**src/rtl/ula_pkg.sv**
```systemverilog
// Shared types for the ULA serial ALU: operation codes and controller states.
package ula_pkg;

  typedef enum logic [2:0] {
    FN_ADD   = 3'b000,
    FN_SUB   = 3'b001,
    FN_AND   = 3'b010,
    FN_OR    = 3'b011,
    FN_XNOR  = 3'b100,
    FN_NOTA  = 3'b101,
    FN_PASSA = 3'b110,
    FN_NOTB  = 3'b111
  } func_t;

  typedef enum logic [1:0] {
    ST_IDLE,
    ST_RUN,
    ST_DONE
  } state_t;

  function automatic logic is_arith(input func_t f);
    return (f == FN_ADD) || (f == FN_SUB);
  endfunction

endpackage

```
**src/rtl/ula_slice.sv**
```systemverilog
// Combinational SLICE-bit ALU datapath reused every cycle by the serial controller.
// Carry outputs are forced low for logic funcs so the carry chain stays clean.
module ula_slice
  import ula_pkg::*;
#(
  parameter int SLICE = 1
) (
  input  logic [SLICE-1:0] a,
  input  logic [SLICE-1:0] b,
  input  func_t            func,
  input  logic             cin,
  input  logic             eq_in,
  output logic [SLICE-1:0] res,
  output logic             cout,
  output logic             eq_out,
  output logic             ctop
);

  logic [SLICE:0]   c;
  logic [SLICE-1:0] bx;
  logic [SLICE-1:0] sum;
  logic             arith;

  always_comb begin
    bx   = (func == FN_SUB) ? ~b : b;
    c    = '0;
    sum  = '0;
    c[0] = cin;
    for (int i = 0; i < SLICE; i++) begin
      sum[i]   = a[i] ^ bx[i] ^ c[i];
      c[i+1]   = (a[i] & bx[i]) | (a[i] & c[i]) | (bx[i] & c[i]);
    end
  end

  always_comb begin
    res = '0;
    case (func)
      FN_ADD, FN_SUB: res = sum;
      FN_AND:         res = a & b;
      FN_OR:          res = a | b;
      FN_XNOR:        res = ~(a ^ b);
      FN_NOTA:        res = ~a;
      FN_PASSA:       res = a;
      FN_NOTB:        res = ~b;
      default:        res = '0;
    endcase
  end

  assign arith  = is_arith(func);
  assign cout   = arith & c[SLICE];
  assign ctop   = arith & c[SLICE-1];
  assign eq_out = eq_in & (a == b);

endmodule

```
**src/rtl/ula_serial.sv**
```systemverilog
// Multi-cycle ALU: WIDTH-bit operands processed SLICE bits per cycle, LSB first.
// Optional signed-overflow flag built only when ULA_OVERFLOW_EN is defined.
module ula_serial
  import ula_pkg::*;
#(
  parameter int WIDTH = 8,
  parameter int SLICE = 1
) (
  input  logic             clk,
  input  logic             rst_n,
  input  logic             in_valid,
  output logic             in_ready,
  input  logic [WIDTH-1:0] a,
  input  logic [WIDTH-1:0] b,
  input  logic [2:0]       func,
  output logic             out_valid,
  input  logic             out_ready,
  output logic [WIDTH-1:0] r,
  output logic             cout,
  output logic             eq,
  output logic             zero,
  output logic             ovf
);

  localparam int NSLICES = WIDTH / SLICE;
  localparam int CW      = (NSLICES > 1) ? $clog2(NSLICES) : 1;

  state_t           state, state_nx;
  logic [CW-1:0]    cnt;
  logic [WIDTH-1:0] a_q, b_q, r_q, r_nx;
  func_t            func_q;
  logic             carry, eq_q, zero_q;
  logic             accept, last;
  logic [SLICE-1:0] s_res;
  logic             s_cout, s_eq, s_ctop;

  assign accept = in_valid && in_ready;
  assign last   = (state == ST_RUN) && (cnt == CW'(NSLICES - 1));

  ula_slice #(.SLICE(SLICE)) u_slice (
    .a      (a_q[cnt*SLICE +: SLICE]),
    .b      (b_q[cnt*SLICE +: SLICE]),
    .func   (func_q),
    .cin    (carry),
    .eq_in  (eq_q),
    .res    (s_res),
    .cout   (s_cout),
    .eq_out (s_eq),
    .ctop   (s_ctop)
  );

  always_comb begin
    r_nx = r_q;
    r_nx[cnt*SLICE +: SLICE] = s_res;
  end

  always_ff @(posedge clk or negedge rst_n) begin
    if (!rst_n) state <= ST_IDLE;
    else        state <= state_nx;
  end

  always_comb begin
    state_nx  = state;
    in_ready  = 1'b0;
    out_valid = 1'b0;
    case (state)
      ST_IDLE: begin
        in_ready = 1'b1;
        if (in_valid) state_nx = ST_RUN;
      end
      ST_RUN:  if (last) state_nx = ST_DONE;
      ST_DONE: begin
        out_valid = 1'b1;
        if (out_ready) state_nx = ST_IDLE;
      end
      default: state_nx = ST_IDLE;
    endcase
  end

  // Operand/result registers; result flags are frozen from the last slice onward.
  always_ff @(posedge clk or negedge rst_n) begin
    if (!rst_n) begin
      cnt    <= '0;
      a_q    <= '0;
      b_q    <= '0;
      r_q    <= '0;
      func_q <= FN_ADD;
      carry  <= 1'b0;
      eq_q   <= 1'b0;
      zero_q <= 1'b0;
    end else if (accept) begin
      cnt    <= '0;
      a_q    <= a;
      b_q    <= b;
      r_q    <= '0;
      func_q <= func_t'(func);
      carry  <= (func == FN_SUB);
      eq_q   <= 1'b1;
      zero_q <= 1'b0;
    end else if (state == ST_RUN) begin
      cnt   <= cnt + 1'b1;
      r_q   <= r_nx;
      carry <= s_cout;
      eq_q  <= s_eq;
      if (last) zero_q <= (r_nx == '0);
    end
  end

`ifdef ULA_OVERFLOW_EN
  logic ovf_q;

  always_ff @(posedge clk or negedge rst_n) begin
    if (!rst_n)      ovf_q <= 1'b0;
    else if (accept) ovf_q <= 1'b0;
    else if (last)   ovf_q <= s_ctop ^ s_cout;
  end

  assign ovf = ovf_q;
`else
  logic unused_ctop;
  assign unused_ctop = s_ctop;
  assign ovf         = 1'b0;
`endif

  assign r    = r_q;
  assign cout = carry;
  assign eq   = eq_q;
  assign zero = zero_q;

endmodule
```
**config.mk**
```make
export PLATFORM = sky130hd
export DESIGN_NAME = ula_serial
export DESIGN_NICKNAME = d
export VERILOG_FILES = /design/src/rtl/ula_pkg.sv /design/src/rtl/ula_slice.sv /design/src/rtl/ula_serial.sv
export SDC_FILE = /design/constraint.sdc
export NUM_CORES = 1
export LEC_CHECK = 0
export CAP_MARGIN = 0
export CORE_MARGIN = 2
export CORE_UTILIZATION = 30
export CTS_BUF_LIST = sky130_fd_sc_hd__clkbuf_4
export DETAILED_ROUTE_END_ITERATION = 7
export RECOVER_POWER = 100
export SYNTH_ARGS = -nofsm -noshare
export SYNTH_HDL_FRONTEND = slang
export SYNTH_SLANG_ARGS = --single-unit
```
**constraint.sdc**
```tcl
create_clock -name clk -period 2.75 [get_ports clk]
set_input_delay 0.55 -clock clk [delete_from_list [all_inputs] [get_ports clk]]
set_output_delay 0.55 -clock clk [all_outputs]
set_load 0.05 [all_outputs]
```
==> results of run 1 <==
[area by class of cell]
| class | count | area (um2) |
|---|---|---|
| sequential | 35 | 877.1 |
| tap | 77 | 96.34 |
| inverter | 10 | 37.54 |
| fill | 643 | 3791 |
| timing repair buffer | 48 | 451.7 |
| clock buffer | 5 | 37.54 |
| multi-input combinational | 169 | 1070 |
| clock inverter | 3 | 25.02 |
[sequential cells by signal, summed over array words and instances (netlist names)]
register  cells
a_q           8
b_q           8
r             8
cnt           3
func_q        3
state         2
cout          1
eq            1
zero          1
[worst max-delay path, cell delays in order (launching register included)]
cell,delay (ns)
dfrtp_2,0.46
mux4_2,0.52
mux2_4,0.31
inv_2,0.08
ha_1,0.26
a22oi_2,0.21
nor3_2,0.07
nor4_4,0.34
buf_4,0.20
a32o_1,0.12
[final timing paths]
check | start | end | slack (ns) | depth (start not counted)
min in group asynchronous | rst_n | r[3]$_DFFE_PN0P_ | 0.66 | 2
max in group asynchronous | rst_n | cnt[0]$_DFFE_PN0P_ | 1.74 | 2
hold / removal | a_q[1]$_DFFE_PN0P_ | a_q[1]$_DFFE_PN0P_ | 0.49 | 2
hold reg to reg | a_q[1]$_DFFE_PN0P_ | a_q[1]$_DFFE_PN0P_ | 0.49 | 2
setup / recovery | cnt[0]$_DFFE_PN0P_ | r[1]$_DFFE_PN0P_ | 0.13 | 9
setup reg to reg | cnt[0]$_DFFE_PN0P_ | r[1]$_DFFE_PN0P_ | 0.13 | 9
[power by group]
group          switching [W]  internal [W]
logic                0.00131      0.000980
registers           0.000196      0.000739
clock network       0.000203      0.000102
total                0.00171       0.00182
[stage by stage]
| stage | setup TNS, ns | util (%) | cell area [um2] | hold slack (ns) |
|---|---|---|---|---|
| 2_1_floorplan | 0 | - | 1998 | 0.2544 |
| 3_3_place_gp | 0 | 38.97 | 2489 | 0.4631 |
| 3_5_place_dp | 0 | 38.97 | 2489 | 0.4604 |
| 4_1_cts | 0 | 39.95 | 2551 | 0.4925 |
| 5_1_grt | -0.02357 | 40.63 | 2595 | 0.5165 |
| 6_report | 0 | 40.63 | 2595 | 0.4875 |
[placed cells by master (no fill, tap or decap), types with 4 or more instances in the layout]
master / netlist / layout
nand2_1: 76 / 76
dfrtp_1: 35 / 34
clkdlybuf4s50_1: 0 / 20
dlygate4sd3_1: 0 / 15
nor2_1: 13 / 13
buf_4: 1 / 10
inv_1: 10 / 9
ha_1: 9 / 9
a21oi_1: 9 / 8
o21ai_0: 6 / 6
nand2b_1: 5 / 5
nor3_1: 6 / 5
a32o_1: 5 / 5
clkbuf_4: 0 / 5
mux4_2: 4 / 4
[per-layer routing]
layer | vias to the layer above | part of all wire, % | track usage [%]
met3 | 6 | 5.1 | 3.754
met2 | 40 | 45 | 18.54
met5 | - | 0 | 0
met4 | 0 | 1.8 | 5.195
li1 | 857 | - | -
met1 | 797 | 48 | 18.40
[repair_timing]
item | CTS | global route
hold endpoints to repair | 0 | 0
setup endpoints to repair | 0 | 9
gates resized for setup | 0 | 10
[kinds of logic (layout without fill, tap and decap cells)]
kind of cell	count (synthesis)	count (layout)	synth area share [%]
AOI/OAI and AO/OA	35	35	12.30
xor gates and xnor gates	1	1	0.4395
adders and majority gates	10	10	6.654
buffers and inverters	21	66	4.206
DFF	35	35	43.94
muxes	7	7	6.089
other	1	1	0.1881
and+or+nand+nor	115	115	26.18
==> impl_results.md, run 1 <==
* Status: complete, no violations
* Unrepaired setup endpoints after global routing: yes
* Setup Fix Bufs, Post-CTS at 0
* # clock sinks at 35
* Cts bufs inserted at 5
* Dominant synthesized flop cell: dfrtp_1
* Area grow syn2layout at 30.19%
* Final ANT Viol Nets at 0
* Hpwl dp at approximately 3200 um
* Fin. Hold Viols at 0
* Tmin final at 2.624 ns
* TritonRoute pass-1 iters at 5
* Clock buffer depth at 2
* Routed vias/inst at 4.899
* Final period util at 95.41%
* IO Port Bufs at 35
* Synthesized area per cell at slightly below 9 um2
* VDD IR max at 580.2 uV
* Async SR Flop Fraction at between 90% and 100%
* Post-route worst setup slack at 0.1264 ns
* PwrDens at 1361 nW/um2
* 1st-iter DRT viols at 64
* CTS clk-pin slew, worst paths at 0.13 ns
* Core area at between 6000 and 7000 um2
* Synthesis-stage register bit count at 35
* Syn_nets at 258
* Mapped Cells at ~230
* Tot GR Track Use at between 10% and 20%
* Post-synth EDFFs at 0
* Nets@finish at 302
* ANT cells at 0
* Die area at 7312 um2
* Root Buffer: clkbuf_4
* Final setup violation count at 0
* Worst endpoint data arrival time at approximately 2.9 ns
* Post-placement cell count at 338
* Die width at 85.51 um
* Die Y at 85.51 um
* Synth unique cells at 42
* Wirelength per Cell at 13.16 um
* H-tree lvl count at 2
* CP required at 3.05 ns
* Grt ovf at 0
* Setup CP Type: flop to flop
* Max cap viols at 0
* Largest net degree at the start of global routing at 36
* CTS tree: built
* Slew Limit Fails at 0
* DR vias at between 1500 and 2000
* Top cells by count, synth: nand2_1, dfrtp_1, nor2_1
* Number of synthesis warnings at 0
* RD Place Congestion at 0.8204
* Slew HR at 36.59%
* Overall Power at 0.003532 W
* Worst slew pin tran at 0.9511 ns
* Maximum clock rate at 381.2 MHz
* Share of cells above drive strength 1 at 12.59%
* Clk_skew at 0.008003 ns
* Initial antenna violation count at 0
* First-pass GRT wire length at 7624 um
* Synth top area cells: dfrtp_1, nand2_1, ha_1
* Non-filler cells, final at 347
* Worst setup SP type: flop
* Leakage power at 1.219 nW
* Rows at 29
* Area share of the largest cell type after synthesis at 43.94%
* DRC viols at 0
* Worst slack, placed at around 0.04 ns
* Routed wire length at 4567 um
* Critical path fanouts, max at 5
* IO Pins at 37
* Register area share after synthesis at 43.94%
* Vias in the first global route at approximately 1600
* CTS Hold Bufs at 0
* Initial core utilization at a little under a third
* Synth area leader: dfrtp_1
* Post-Syn Area at roughly 2000 um2
* Worst-skew pair later-pin latency at 0.36 ns
* CP endpoint kind: flop
* Most common cell in the netlist: nand2_1
* Min-Delay Path Class: flop to flop
Power figures use the tool's default switching activity.
==> run 2, diff against run 1 <==
--- a/config.mk
+++ b/config.mk
@@ -10,6 +10,7 @@
 export CORE_UTILIZATION = 30
 export CTS_BUF_LIST = sky130_fd_sc_hd__clkbuf_4
 export DETAILED_ROUTE_END_ITERATION = 7
+export GPL_TIMING_DRIVEN = 0
 export RECOVER_POWER = 100
 export SYNTH_ARGS = -nofsm -noshare
 export SYNTH_HDL_FRONTEND = slang
==> run 2 against run 1 <==
The run now ends with capacitance limit, slew limit, setup timing left. Sequential share of layout area fell by 0.32 points. Combinational power barely moved. Power rose by 3.1%. Die area did not move. Largest cell class unchanged.
==> impl_results.md, run 2 (synthesized netlist as in run 1, its figures left out) <==
* Die width at 85.51 um (unchanged)
* P_int at 0.001905 W (+4.6%)
* Area grow syn2layout at 31.64%
* RD Place Congestion at 0.8429 (+2.7%)
* CTS Hold Bufs at 0 (unchanged)
* Fin. Hold Viols at 0 (unchanged)
* Worst endpoint data arrival time at 3.04 ns (+0.12 ns)
* CP required at 3.04 ns (about the same)
* Die Y at 85.51 um (unchanged)
* Core area at 6386 um2 (unchanged)
* Hpwl dp at 3374 um (+5.8%)
* Vias in the first global route at 1664 (+4.3%)
* Combinational power share at 63.6% (-1.3 points)
* ANT cells at 0 (unchanged)
* Worst slew pin tran at 1.855 ns (+0.9041 ns)
* # clock sinks at 35 (unchanged)
* Nets@finish at 306 (+1.3%)
* Share of cells above drive strength 1 at 12.04% (-0.55 points)
* Unrepaired setup endpoints after global routing: yes
* Routed wire length at 4796 um (+5.0%)
* Grt ovf at 0 (unchanged)
* Worst setup SP type: flop
* Tot GR Track Use at 13.80% (+0.85 points)
* Final ANT Viol Nets at 0 (unchanged)
* Cts bufs inserted at 5 (unchanged)
* Launch point of the worst path: cnt[0]$_DFFE_PN0P_
* Final period util at 100.0% (+4.6 points)
* Switching share of power at 47.67% (-0.76 points)
* VDD IR max at 578.9 uV (-0.23%)
* First-pass GRT wire length at 7948 um (+4.2%)
* R2R setup slack at -0.0002 ns (-0.13 ns)
* Most frequent cells in the layout: nand2_1, dfrtp_1, clkdlybuf4s50_1, dlygate4sd3_1, nor2_1
* Sequential share of power at 25.9% (-0.6 points)
* Setup TNS at -0.0002192 ns (-0.0002192 ns)
* Worst setup endpoint: r[0]$_DFFE_PN0P_
* Clk_skew at 0.01984 ns (+0.01184 ns)
* Maximum clock rate at 363.6 MHz (-4.6%)
* Reg-to-reg critical path endpoint: r[0]$_DFFE_PN0P_
* TritonRoute pass-1 iters at 4 (-1)
* Non-filler cells, final at 351 (+1.2%)
* Min-Delay Path Class: flop to flop
* DRC viols at 0 (unchanged)
* Final setup violation count at 1 (+1)
* Min Hold Slack at 0.4833 ns (-0.004165 ns)
* PwrDens at 1388 nW/um2 (+1.9%)
* H-tree lvl count at 2 (unchanged)
* Clock power share at 10.6% (+2.0 points)
* Reg2reg path depth at 10 (+1)
* Initial antenna violation count at 0 (unchanged)
* Die area at 7312 um2 (unchanged)
* Worst-skew pair later-pin latency at 0.36 ns (about the same)
* Max cap viols at 1 (+1)
* CTS clk-pin slew, worst paths at 0.11 ns (-0.02 ns)
* DR vias at 1718 (+1.1%)
* IO Port Bufs at 35 (unchanged)
* Leakage power at 1.230 nW (+0.93%)
* Tmin final at 2.750 ns (+0.1266 ns)
* Slew Limit Fails at 36 (+36)
* Rows at 29 (unchanged)
* Largest net degree at the start of global routing at 36 (unchanged)
* Slew HR at -23.68% (-60 points)
* Fillers at 673 (+4.7%)
* 1st-iter DRT viols at 79 (+23%)
* Worst R2R Start: cnt[0]$_DFFE_PN0P_
* Setup CP Type: flop to flop
* CTS tree: built
* Root Buffer: clkbuf_4
* Routed vias/inst at 4.895 (about the same)
* Post-route worst setup slack at -0.0002192 ns (-0.1266 ns)
* Wirelength per Cell at 13.66 um (+3.8%)
* IO Pins at 37 (unchanged)
* Commonest non-fill, non-tap cell in the layout: nand2_1
* Net Switching at 0.001736 W (+1.5%)
* Critical path fanouts, max at 5 (unchanged)
* Hold Startpoint: b_q[3]$_DFFE_PN0P_
* CP endpoint kind: flop
* Initial core utilization at 31.21% (unchanged)
* Failing checks: capacitance limit, slew limit, setup timing
* Post-placement cell count at 337 (-0.30%)
* Clock buffer depth at 2 (unchanged)
* Status: finished with violations
-- run 2: cell types whose count changed in the layout (fill, tap and decap cells not counted), sizes merged --
cell / previous run / this run
buf: 12 / 9
clkbuf: 6 / 14
dlygate4sd3: 15 / 14
bufinv: 0 / 1
clkinvlp: 1 / 0
-- run 2: routing by layer --
metal | GRT usage (%) | vias up | routed length [um]
met3 | 3.176 | 6 | 239
met1 | 18.29 | 808 | 2263
met4 | 5.195 | 0 | 82
li1 | - | 867 | -
met2 | 22.09 | 37 | 2210
met5 | 0 | - | 0
-- run 2: worst min path at each step --
stage / to / slack [ns] / cells after the start
global route: eq$_DFFE_PN0P_ / 0.52 / 2
floorplan: a_q[0]$_DFFE_PN0P_ / 0.25 / 0
global placement: a_q[5]$_DFFE_PN0P_ / 0.45 / 2
finish: b_q[3]$_DFFE_PN0P_ / 0.48 / 2
CTS: a_q[3]$_DFFE_PN0P_ / 0.28 / 1
detailed placement: b_q[3]$_DFFE_PN0P_ / 0.46 / 2
-- run 2: critical path, stage by stage, from the launching register on --
cell and delay (ns):
dfrtp_2 0.42, buf_6 0.14, mux4_2 0.50, mux2_2 0.32
inv_2 0.08, fa_1 0.41, nand2b_1 0.10, a21oi_2 0.07
nor4_4 0.31, buf_6 0.17, a32o_1 0.16
-- run 2: final cells by class --
type / count / area [um2] / share of cell area (%)
Tap cell: 77 / 96.34 / 3.672
Timing Repair Buffer: 42 / 401.6 / 15.31
Clock inverter: 3 / 43.79 / 1.669
Sequential cell: 35 / 878.3 / 33.48
Buffer: 10 / 50.05 / 1.907
Inverter: 10 / 37.54 / 1.431
Clock buffer: 5 / 37.54 / 1.431
Multi-Input combinational cell: 169 / 1079 / 41.11
-- run 2: metrics by stage --
| stage | instance area, um2 | power [W] | utilization [%] | worst slack (ns) |
|---|---|---|---|---|
| floorplan | 1998 | 0.002421 | - | 0.05084 |
| detailed placement | 2440 | 0.002962 | 38.21 | -0.4223 |
| finish | 2624 | 0.003641 | 41.09 | -0.0002192 |
| global placement | 2445 | 0.002930 | 38.28 | -0.3705 |
| global route | 2624 | 0.003963 | 41.09 | -0.1309 |
| CTS | 2604 | 0.003593 | 40.77 | 0.03125 |
-- run 2: repair_timing --
item,CTS,global route
buffers inserted,4,2
gates resized for setup,11,2
endpoints found under the setup margin,9,9
gates cloned,0,1
pin swaps,3,1
hold endpoints to repair,0,0
-- run 2: power by group through the flow --
stage                     logic [W]  clock network [W]  registers (W)
after global placement      0.00199                  0       0.000942
after floorplan             0.00132                  0        0.00110
final                       0.00231           0.000385       0.000942
after CTS                   0.00225           0.000396       0.000947
after global routing        0.00257           0.000415       0.000981
after detailed placement    0.00201                  0       0.000948
==> run 3, diff against run 2 <==
--- a/config.mk
+++ b/config.mk
@@ -11,7 +11,7 @@
 export CTS_BUF_LIST = sky130_fd_sc_hd__clkbuf_4
 export DETAILED_ROUTE_END_ITERATION = 7
 export GPL_TIMING_DRIVEN = 0
-export RECOVER_POWER = 100
+export RECOVER_POWER = 50
 export SYNTH_ARGS = -nofsm -noshare
 export SYNTH_HDL_FRONTEND = slang
 export SYNTH_SLANG_ARGS = --single-unit
==> constraint.sdc (replaced) <==
create_clock -name clk -period 2.75 [get_ports clk]
set_input_delay 0.275 -clock clk [delete_from_list [all_inputs] [get_ports clk]]
set_output_delay 0.275 -clock clk [all_outputs]
set_load 0.05 [all_outputs]
==> run 3 against run 2 <==
Critical endpoint unchanged. Largest cell class unchanged. Setup slack got worse by 0.0030 ns. Register-to-register slack about the same. Routed wire length about the same. Power grew 0.91%. Sequential power is essentially flat. Sequential share of layout area unchanged. The flow still finishes with violations (capacitance limit, slew limit, setup timing). Clock-buffer cell count is the same.
==> impl_results.md, run 3 (synthesized netlist as in run 1, its figures left out) <==
* Maximum clock rate at 363.2 MHz (-0.11%)
* Setup CP Type: flop to flop
* Hpwl dp at 3374 um (unchanged)
* Cts bufs inserted at 5 (unchanged)
* IO Pins at 37 (unchanged)
* Final setup violation count at 3 (+2)
* Min-Delay Path Class: input pin to asynchronous set/reset pin
* DRC viols at 0 (unchanged)
* Post-route worst setup slack at -0.003193 ns (-0.002974 ns)
* Clock buffer depth at 2 (unchanged)
* RD Place Congestion at 0.8429 (unchanged)
* Worst slew pin tran at 1.856 ns (+0.0009356 ns)
* Grt ovf at 0 (unchanged)
* Switching share of power at 47.45% (-0.22 points)
* Most frequent cells in the layout: nand2_1, clkdlybuf4s50_1, dfrtp_1, nor2_1
* Leakage power at 1.193 nW (-3.0%)
* H-tree lvl count at 2 (unchanged)
* IO Port Bufs at 35 (unchanged)
* Combinational power share at 63.8% (+0.2 points)
* Worst path max stage delay at 0.53 ns (+0.03 ns)
* Unrepaired setup endpoints after global routing: yes
* Final core utilization at 41.09% (unchanged)
* Status: finished with violations
* Max cap viols at 1 (unchanged)
* Setup TNS at -0.007350 ns (-0.007131 ns)
* P_int at 0.001931 W (+1.3%)
* Area grow syn2layout at 31.64% (unchanged)
* CP Cell Sequence: buf_6, mux4_2, mux2i_4, xnor2_2, fa_1, nand2b_1, a21oi_2, nor4_4, buf_6, a32o_1
* Share of cells above drive strength 1 at 12.04% (unchanged)
* Final period util at 100.1% (+0.11 points)
* Worst R2R Start: cnt[0]$_DFFE_PN0P_
* Overall Power at 0.003674 W (+0.91%)
* Clock power share at 10.5% (about the same)
* # clock sinks at 35 (unchanged)
* Tmin final at 2.753 ns (+0.002974 ns)
* CP endpoint kind: flop
* Wirelength per Cell at 13.67 um (about the same)
* Vias in the first global route at 1664 (unchanged)
* Die Y at 85.51 um (unchanged)
* Root Buffer: clkbuf_4
* Fillers at 673 (unchanged)
* Nets@finish at 306 (unchanged)
* 1st-iter DRT viols at 83 (+5.1%)
* ANT cells at 0 (unchanged)
* Launch point of the worst path: cnt[0]$_DFFE_PN0P_
* Non-filler cells, final at 351 (unchanged)
* Post-DP Area at 2440 um2 (unchanged)
* Largest net degree at the start of global routing at 36 (unchanged)
* Sequential share of power at 25.7% (-0.2 points)
* Initial core utilization at 31.21% (unchanged)
* Worst setup SP type: flop
* Rows at 29 (unchanged)
* Die width at 85.51 um (unchanged)
* Final ANT Viol Nets at 0 (unchanged)
* Initial antenna violation count at 0 (unchanged)
* Clk_skew at 0.02047 ns (+0.0006339 ns)
* Slew Limit Fails at 36 (unchanged)
* Slew HR at -23.75% (-0.062 points)
* Worst endpoint data arrival time at 3.04 ns (about the same)
* CTS Hold Bufs at 0 (unchanged)
* Tot GR Track Use at 13.80% (unchanged)
* Post-route cell area at 2624 um2 (unchanged)
* Post-placement cell count at 337 (unchanged)
* Routed vias/inst at 4.903 (+0.17%)
* Core area at 6386 um2 (unchanged)
* Net Switching at 0.001743 W (+0.44%)
* CP max stage cell: mux4_2
* Die area at 7312 um2 (unchanged)
* Worst-skew pair later-pin latency at 0.36 ns (about the same)
* DR vias at 1721 (+0.17%)
* VDD IR max at 588.6 uV (+1.7%)
* Cell mode on critical path: buf_6
* Commonest non-fill, non-tap cell in the layout: nand2_1
* Routed wire length at 4797 um (about the same)
* PwrDens at 1400 nW/um2 (+0.91%)
* CTS tree: built
* First-pass GRT wire length at 7948 um (unchanged)
* Fin. Hold Viols at 0 (unchanged)
* Failing checks: capacitance limit, slew limit, setup timing
* TritonRoute pass-1 iters at 4 (unchanged)
* Critical path fanouts, max at 5 (unchanged)
* CTS clk-pin slew, worst paths at 0.13 ns (+0.02 ns)
* CP required at 3.03 ns (about the same)
## run 3: cell types whose count changed in the layout (fill, tap and decap cells not counted), sizes merged
cell,previous run,this run
clkdlybuf4s50,20,34
dlygate4sd3,14,0
## run 3: power groups by stage
stage | Combinational [W] | Sequential (W) | Clock [W]
floorplan | 0.00132 | 0.00110 | 0
global placement | 0.00199 | 0.000942 | 0
detailed placement | 0.00201 | 0.000948 | 0
CTS | 0.00225 | 0.000947 | 0.000396
global route | 0.00259 | 0.000982 | 0.000415
finish | 0.00234 | 0.000945 | 0.000384
## run 3: path summary, 6_finish.rpt
path | end | cells past startpoint | slack [ns]
min in group clk | b_q[0]$_DFFE_PN0P_ | 3 | 0.43
hold / removal | eq$_DFFE_PN0P_ | 1 | 0.40
setup reg to reg | r[0]$_DFFE_PN0P_ | 10 | -0.003
setup / recovery | r[0]$_DFFE_PN0P_ | 10 | -0.003
hold reg to reg | b_q[3]$_DFFE_PN0P_ | 2 | 0.48
max in group asynchronous | cnt[0]$_DFFE_PN0P_ | 1 | 1.14
## run 3: final cells by class
cell class	count	area (um2)	area share, %
Inverter	10	37.54	1.431
Timing Repair Buffer	42	401.6	15.31
Buffer	10	50.05	1.907
Clock inverter	3	43.79	1.669
Sequential cell	35	878.3	33.48
Clock buffer	5	37.54	1.431
Tap cell	77	96.34	3.672
Multi-Input combinational cell	169	1079	41.11
## run 3: per-layer routing
| layer | global-route usage, % | part of all wire, % | wire, um |
|---|---|---|---|
| met2 | 22.09 | 46 | 2194 |
| met3 | 3.176 | 4.9 | 237 |
| met4 | 5.195 | 1.8 | 84 |
| met1 | 18.29 | 48 | 2281 |
| met5 | 0 | 0 | 0 |
## run 3: repair_timing
action                     CTS  global route
gates resized for setup     11             2
buffers inserted             4             2
cloned                       0             1
pin swaps                    3             1
setup endpoints to repair    9             9
## run 3: worst max-delay path, delay by kind of cell (launching register included)
| family | cells | cell delay (ns) |
|---|---|---|
| xor+xnor | 1 | 0.14 |
| fa+ha+maj | 1 | 0.42 |
| flops | 1 | 0.42 |
| mux | 2 | 0.75 |
| compound gates | 2 | 0.23 |
| simple gates | 2 | 0.41 |
| buf+inv | 2 | 0.31 |
## run 3: through the flow
stage / worst slack [ns] / hold slack (ns)
3_5_place_dp: -0.4223 / 0.4080
2_1_floorplan: 0.05084 / -0.02059
4_1_cts: 0.03125 / 0.005822
6_report: -0.003193 / 0.4027
5_1_grt: -0.1309 / 0.4154
3_3_place_gp: -0.3705 / 0.4531
